File: config.mk
export PLATFORM = sky130hd
export DESIGN_NAME = heartbeat_seq
export DESIGN_NICKNAME = d
export VERILOG_FILES = /design/src/rtl/heartbeat_seq.sv
export SDC_FILE = /design/constraint.sdc
export NUM_CORES = 1
export LEC_CHECK = 0
export CORE_ASPECT_RATIO = 1.5
export CORE_MARGIN = 2
export CORE_UTILIZATION = 40
export DETAILED_ROUTE_END_ITERATION = 8
export MAX_ROUTING_LAYER = met4
export PLACE_DENSITY_LB_ADDON = 0.25
export SLEW_MARGIN = 20
export SYNTH_ARGS = -nofsm -noshare
export SYNTH_HDL_FRONTEND = slang
export SYNTH_SLANG_ARGS = --single-unit
File: constraint.sdc
create_clock -name clk -period 5.1 [get_ports clk]
set_input_delay 0.765 -clock clk [delete_from_list [all_inputs] [get_ports clk]]
set_output_delay 0.765 -clock clk [all_outputs]
set_load 0.1 [all_outputs]
File: src/rtl/heartbeat_seq.sv
// -----------------------------------------------------------------------------
// heartbeat_seq
//   Heartbeat animation sequencer for a 7-segment display. A prescaled tick
//   engine drives a four-state FSM (REST, LUB, GAP, DUB) that produces a
//   lub-dub rhythm. The rate comes from a 4-bit speed select. Pause and
//   single-step controls are provided for bring-up and demos.
//
// Ports
//   clk      in   1  clock
//   rst_n    in   1  asynchronous active-low reset
//   ena      in   1  design selected; low blanks the display and freezes it
//   speed    in   4  rate select, 0 = fastest; tick period (speed+1)<<SHIFT
//   pause    in   1  level; 1 holds the state and the prescaler
//   step     in   1  a rising edge advances one state while paused
//   seg      out  7  {g,f,e,d,c,b,a}, active high, registered
//   beat     out  1  one-cycle pulse on entry to LUB, registered
//   state_o  out  2  current state: REST=0, LUB=1, GAP=2, DUB=3
// -----------------------------------------------------------------------------
module heartbeat_seq #(
  parameter int SHIFT      = 20,
  parameter int REST_TICKS = 4
) (
  input  logic       clk,
  input  logic       rst_n,
  input  logic       ena,
  input  logic [3:0] speed,
  input  logic       pause,
  input  logic       step,
  output logic [6:0] seg,
  output logic       beat,
  output logic [1:0] state_o
);

  localparam int CW = 4 + SHIFT;
  localparam int DW = (REST_TICKS > 1) ? $clog2(REST_TICKS) : 1;
  localparam logic [DW-1:0] REST_LAST = DW'(REST_TICKS - 1);

  typedef enum logic [1:0] {
    REST = 2'd0,
    LUB  = 2'd1,
    GAP  = 2'd2,
    DUB  = 2'd3
  } state_t;

  state_t          state;
  state_t          next_state;
  logic [CW-1:0]   cnt;
  logic [CW-1:0]   limit;
  logic [DW-1:0]   dwell;
  logic            step_q;
  logic            run;
  logic            rise;
  logic            stepped;
  logic            tick;
  logic            dwell_last;
  logic            advance;

  // Display pattern shown for each state.
  function automatic logic [6:0] pattern(input state_t s);
    logic [6:0] p;
    case (s)
      REST:    p = 7'b0001000;  // flat line (d)
      LUB:     p = 7'b0111111;  // big O
      GAP:     p = 7'b1000000;  // g
      DUB:     p = 7'b1100011;  // small top o
      default: p = 7'b0000000;
    endcase
    return p;
  endfunction

  // Ring order of the rhythm.
  function automatic state_t succ(input state_t s);
    state_t n;
    case (s)
      REST:    n = LUB;
      LUB:     n = GAP;
      GAP:     n = DUB;
      DUB:     n = REST;
      default: n = REST;
    endcase
    return n;
  endfunction

  // Tick detection, step edge detection and next-state selection.
  always_comb begin
    limit      = {speed, {SHIFT{1'b1}}};
    run        = ena & ~pause;
    rise       = step & ~step_q;
    stepped    = ena & pause & rise;
    // ">=" rather than "==" so lowering speed mid-count ticks at once
    // instead of wrapping through the whole counter range.
    tick       = run & (cnt >= limit);
    if (state == REST) begin
      dwell_last = (dwell == REST_LAST);
    end else begin
      dwell_last = 1'b1;
    end
    advance    = (tick & dwell_last) | stepped;
    if (advance) begin
      next_state = succ(state);
    end else begin
      next_state = state;
    end
  end

  // Sequencer state, prescaler, dwell counter and registered outputs.
  always_ff @(posedge clk or negedge rst_n) begin
    if (!rst_n) begin
      state  <= REST;
      cnt    <= {CW{1'b0}};
      dwell  <= {DW{1'b0}};
      step_q <= 1'b0;
      seg    <= 7'b0000000;
      beat   <= 1'b0;
    end else begin
      step_q <= step;
      if (ena) begin
        if (stepped) begin
          cnt   <= {CW{1'b0}};
          dwell <= {DW{1'b0}};
        end else if (run) begin
          if (tick) begin
            cnt <= {CW{1'b0}};
            if (dwell_last) begin
              dwell <= {DW{1'b0}};
            end else begin
              dwell <= dwell + DW'(1);
            end
          end else begin
            cnt <= cnt + CW'(1);
          end
        end
        state <= next_state;
        // Driven from next_state so the pattern changes on the same edge
        // as the state.
        seg   <= pattern(next_state);
        beat  <= advance & (next_state == LUB);
      end else begin
        seg  <= 7'b0000000;
        beat <= 1'b0;
      end
    end
  end

  assign state_o = state;

endmodule
==> impl_metrics.toml <==
[run_status]
status = "complete, no violations"

[sta]
rsz0062_at_grt = "false"
clock-skew-final_ns = 0.00486
tightest_slew_ns = 0.980
finalCriticalPeriod_ns = 2.72
max_clock_freq_mhz = 367
slew_headroom_pct = 34.4
report.final.setup_viol = 0
finalSetupTns_ns = 0
slew_violations = 0
hold_viol = 0
min_period_over_period_pct = 53.4

[logic_synthesis]
ys_ff_latch = 34
synth.area.top_cells = "dfrtp_1 (44%), xor2_1 (5.9%), ha_1 (5.9%)"
syn_area_per_cell_um2 = 9.67
yosysSeqAreaShare_pct = 44.4
ys.flop_type = "dfrtp_1"
synth_edf_count = 0
yosysTopAreaCellShare_pct = 44.4
synthesis.nets = 216
synth.distinct_cells = 46
yosys.area.top_type = "dfrtp_1"
synthCells = 198
ys_async_sr_fraction_pct = 100
synth_area_mm2 = 0.00192
yosysWarnings = 0

[critical_path]
r2r_start = "cnt[0]"
reg2reg_slack_ns = 2.89
crit_required_ns = 5.26
reg2reg_to = "dwell[1]"
crit_type = "in2reg"
r2r_cells = 6
cp.arrival_ns = 2.88
critPathCaptureType = "register"
worstSetupStartpoint = "ena"
cp_slowest_stage_delay_ns = 0.64
crit_path_max_fanout = 21
cp_slowest_cell = "clkdlybuf4s50_1"
crit_chain = "clkdlybuf4s50_1 > inv_2 > a2111o_1 > nor2_2 > a31o_2 > mux2_1"
startpoint_type = "input pin"
crit_end = "dwell[1]"

[clocking]
insertion_delay_ns = 0.28
clk_pin_slew_ns = 0.07
htreeDepth = 2
cts_tree = "done"
cts_buffer_depth = 2
cts_setup_buffers = 0
numCtsBuffers = 5
ctsResizeCount = 0
cts_root_buf = "clkbuf_8"
numClockSinks = 34
hold_buffers = 0

[power]
power.density_mw_per_mm2 = 393
swShare_pct = 42.3
p_leak_uw = 0.000968
power_switching_uw = 369
power.internal_uw = 504
sequentialPowerShare_pct = 37.4
peakVddDrop_uv = 457
p_clk_share_pct = 22.7
combPwrFrac_pct = 39.9
report.power.total_uw = 874

[die]
die_area_mm2 = 0.00537
io_pins = 19
die_width_um = 60.5
initial_core_util_pct = 41.8
core_area_mm2 = 0.00458
fp-row-count = 30
fp.dieH_um = 88.8

[hold_path]
hp-start = "dwell[1]"
hp-class = "reg2reg"

[final_layout]
multiInputGateArea_um2 = 973
fillers = 453
diodes = 0
regArea_um2 = 851
final_cells = 281
syn_to_final_growth_pct = 15.9
drive_gt1_share_pct = 8.76
nets = 234

[routing]
drtIter0Drc = 40
drc_errors = 0
ant_nets = 0
dr.pass1.iters = 4
routed-via-count = 1453
vias_per_cell = 5.17
wl_mm = 3.88
avgRoutedWirePerCell_um = 13.8

[global_route]
grt.total_usage_pct = 16.8
grt_pass1_vias = 1411
antenna_found_initial = 0
grt_pass1_wl_mm = 6.42
overflow = 0
grt_max_degree = 35

[job]
cap_viol_max_count = 0

[place]
hpwl_mm = 2.90
post-place-cells = 273
io_buffers = 18
place.gp.congestion = 0.836
critical path: cells and delay by family:
kind / cells / cell delay (ns)
AO/OA/AOI/OAI: 2 / 0.82
buffers and inverters: 2 / 0.78
multiplexers: 1 / 0.36
AND/OR/NAND/NOR: 1 / 0.15
synth_stat cells, drive strengths merged (3+ instances only):
| master | n |
|---|---|
| a21oi | 7 |
| and3 | 6 |
| buf | 6 |
| dfrtp | 34 |
| ha | 9 |
| inv | 10 |
| nand2 | 11 |
| nand3 | 11 |
| nand4 | 12 |
| nor2 | 27 |
| nor3 | 7 |
| o21ai | 6 |
| or2 | 4 |
| or3 | 3 |
| xnor2 | 5 |
| xor2 | 13 |
logic make-up after synthesis:
group	count (synthesis)	share of synthesized area (%)
buffers and inverters	18	4.77
AND/OR/NAND/NOR	90	24.4
XOR/XNOR	18	8.23
adder cells (fa/ha/maj)	9	5.88
AO/OA/AOI/OAI	27	11.1
flip-flops	34	44.4
multiplexers	2	1.18
area by class of cell:
class	count	area share, %
flip-flops and latches	34	38.3
well taps	64	3.61
inverters	10	1.69
clock buffers	7	3.89
multi-input cells	146	43.8
repair buffers	19	8.45
clock inverters	1	0.225
state kept, by name, summed over array words and instances, names as in the netlist:
register  flops
beat          1
cnt          24
dwell         2
seg           4
state_o       2
step_q        1
power by group through the flow:
stage / combinational, uW / sequential (uW) / clock [uW]
finish: 348 / 327 / 198
global route: 371 / 332 / 222
CTS: 352 / 327 / 206
detailed placement: 352 / 332 / 0
global placement: 347 / 332 / 0
floorplan: 152 / 454 / 0
cell usage in the layout (no fill, tap or decap), types with 3 or more instances in the layout:
cell / n
nand3_1: 10
xnor2_1: 5
dfrtp_1: 34
or3_1: 3
ha_1: 9
clkbuf_8: 6
nor2_1: 26
nand2_1: 11
and3_1: 5
o21ai_0: 5
nor3_1: 7
xor2_1: 13
clkdlybuf4s50_1: 18
a21oi_1: 6
nand4_1: 12
inv_1: 9
metal layers:
metal  vias up  wire length [um]  global-route usage [%]
met4         0                29                    5.34
met1       700              1660                    18.3
met3         2                94                    3.51
met2        23              2090                    29.7
li1        728                 -                       -
met5         -                 0                       -
stage by stage:
stage | hold WS [ns] | setup WS, ns | util (%) | instance area (um2)
after floorplan | 0.462 | 2.85 | - | 1920
after global placement | 0.490 | 2.08 | 46.5 | 2130
after detailed placement | 0.492 | 2.08 | 46.5 | 2130
after CTS | 0.507 | 2.37 | 48.5 | 2220
after global routing | 0.537 | 2.25 | 48.5 | 2220
final | 0.506 | 2.38 | 48.5 | 2220
how the worst min path moves through the flow:
stage	to	slack, ns	cells past startpoint
floorplan	dwell[1]	0.46	1
global placement	dwell[1]	0.49	1
detailed placement	dwell[1]	0.49	1
CTS	dwell[1]	0.51	1
global route	dwell[1]	0.54	1
finish	dwell[1]	0.51	1
Power figures use the tool's default switching activity.
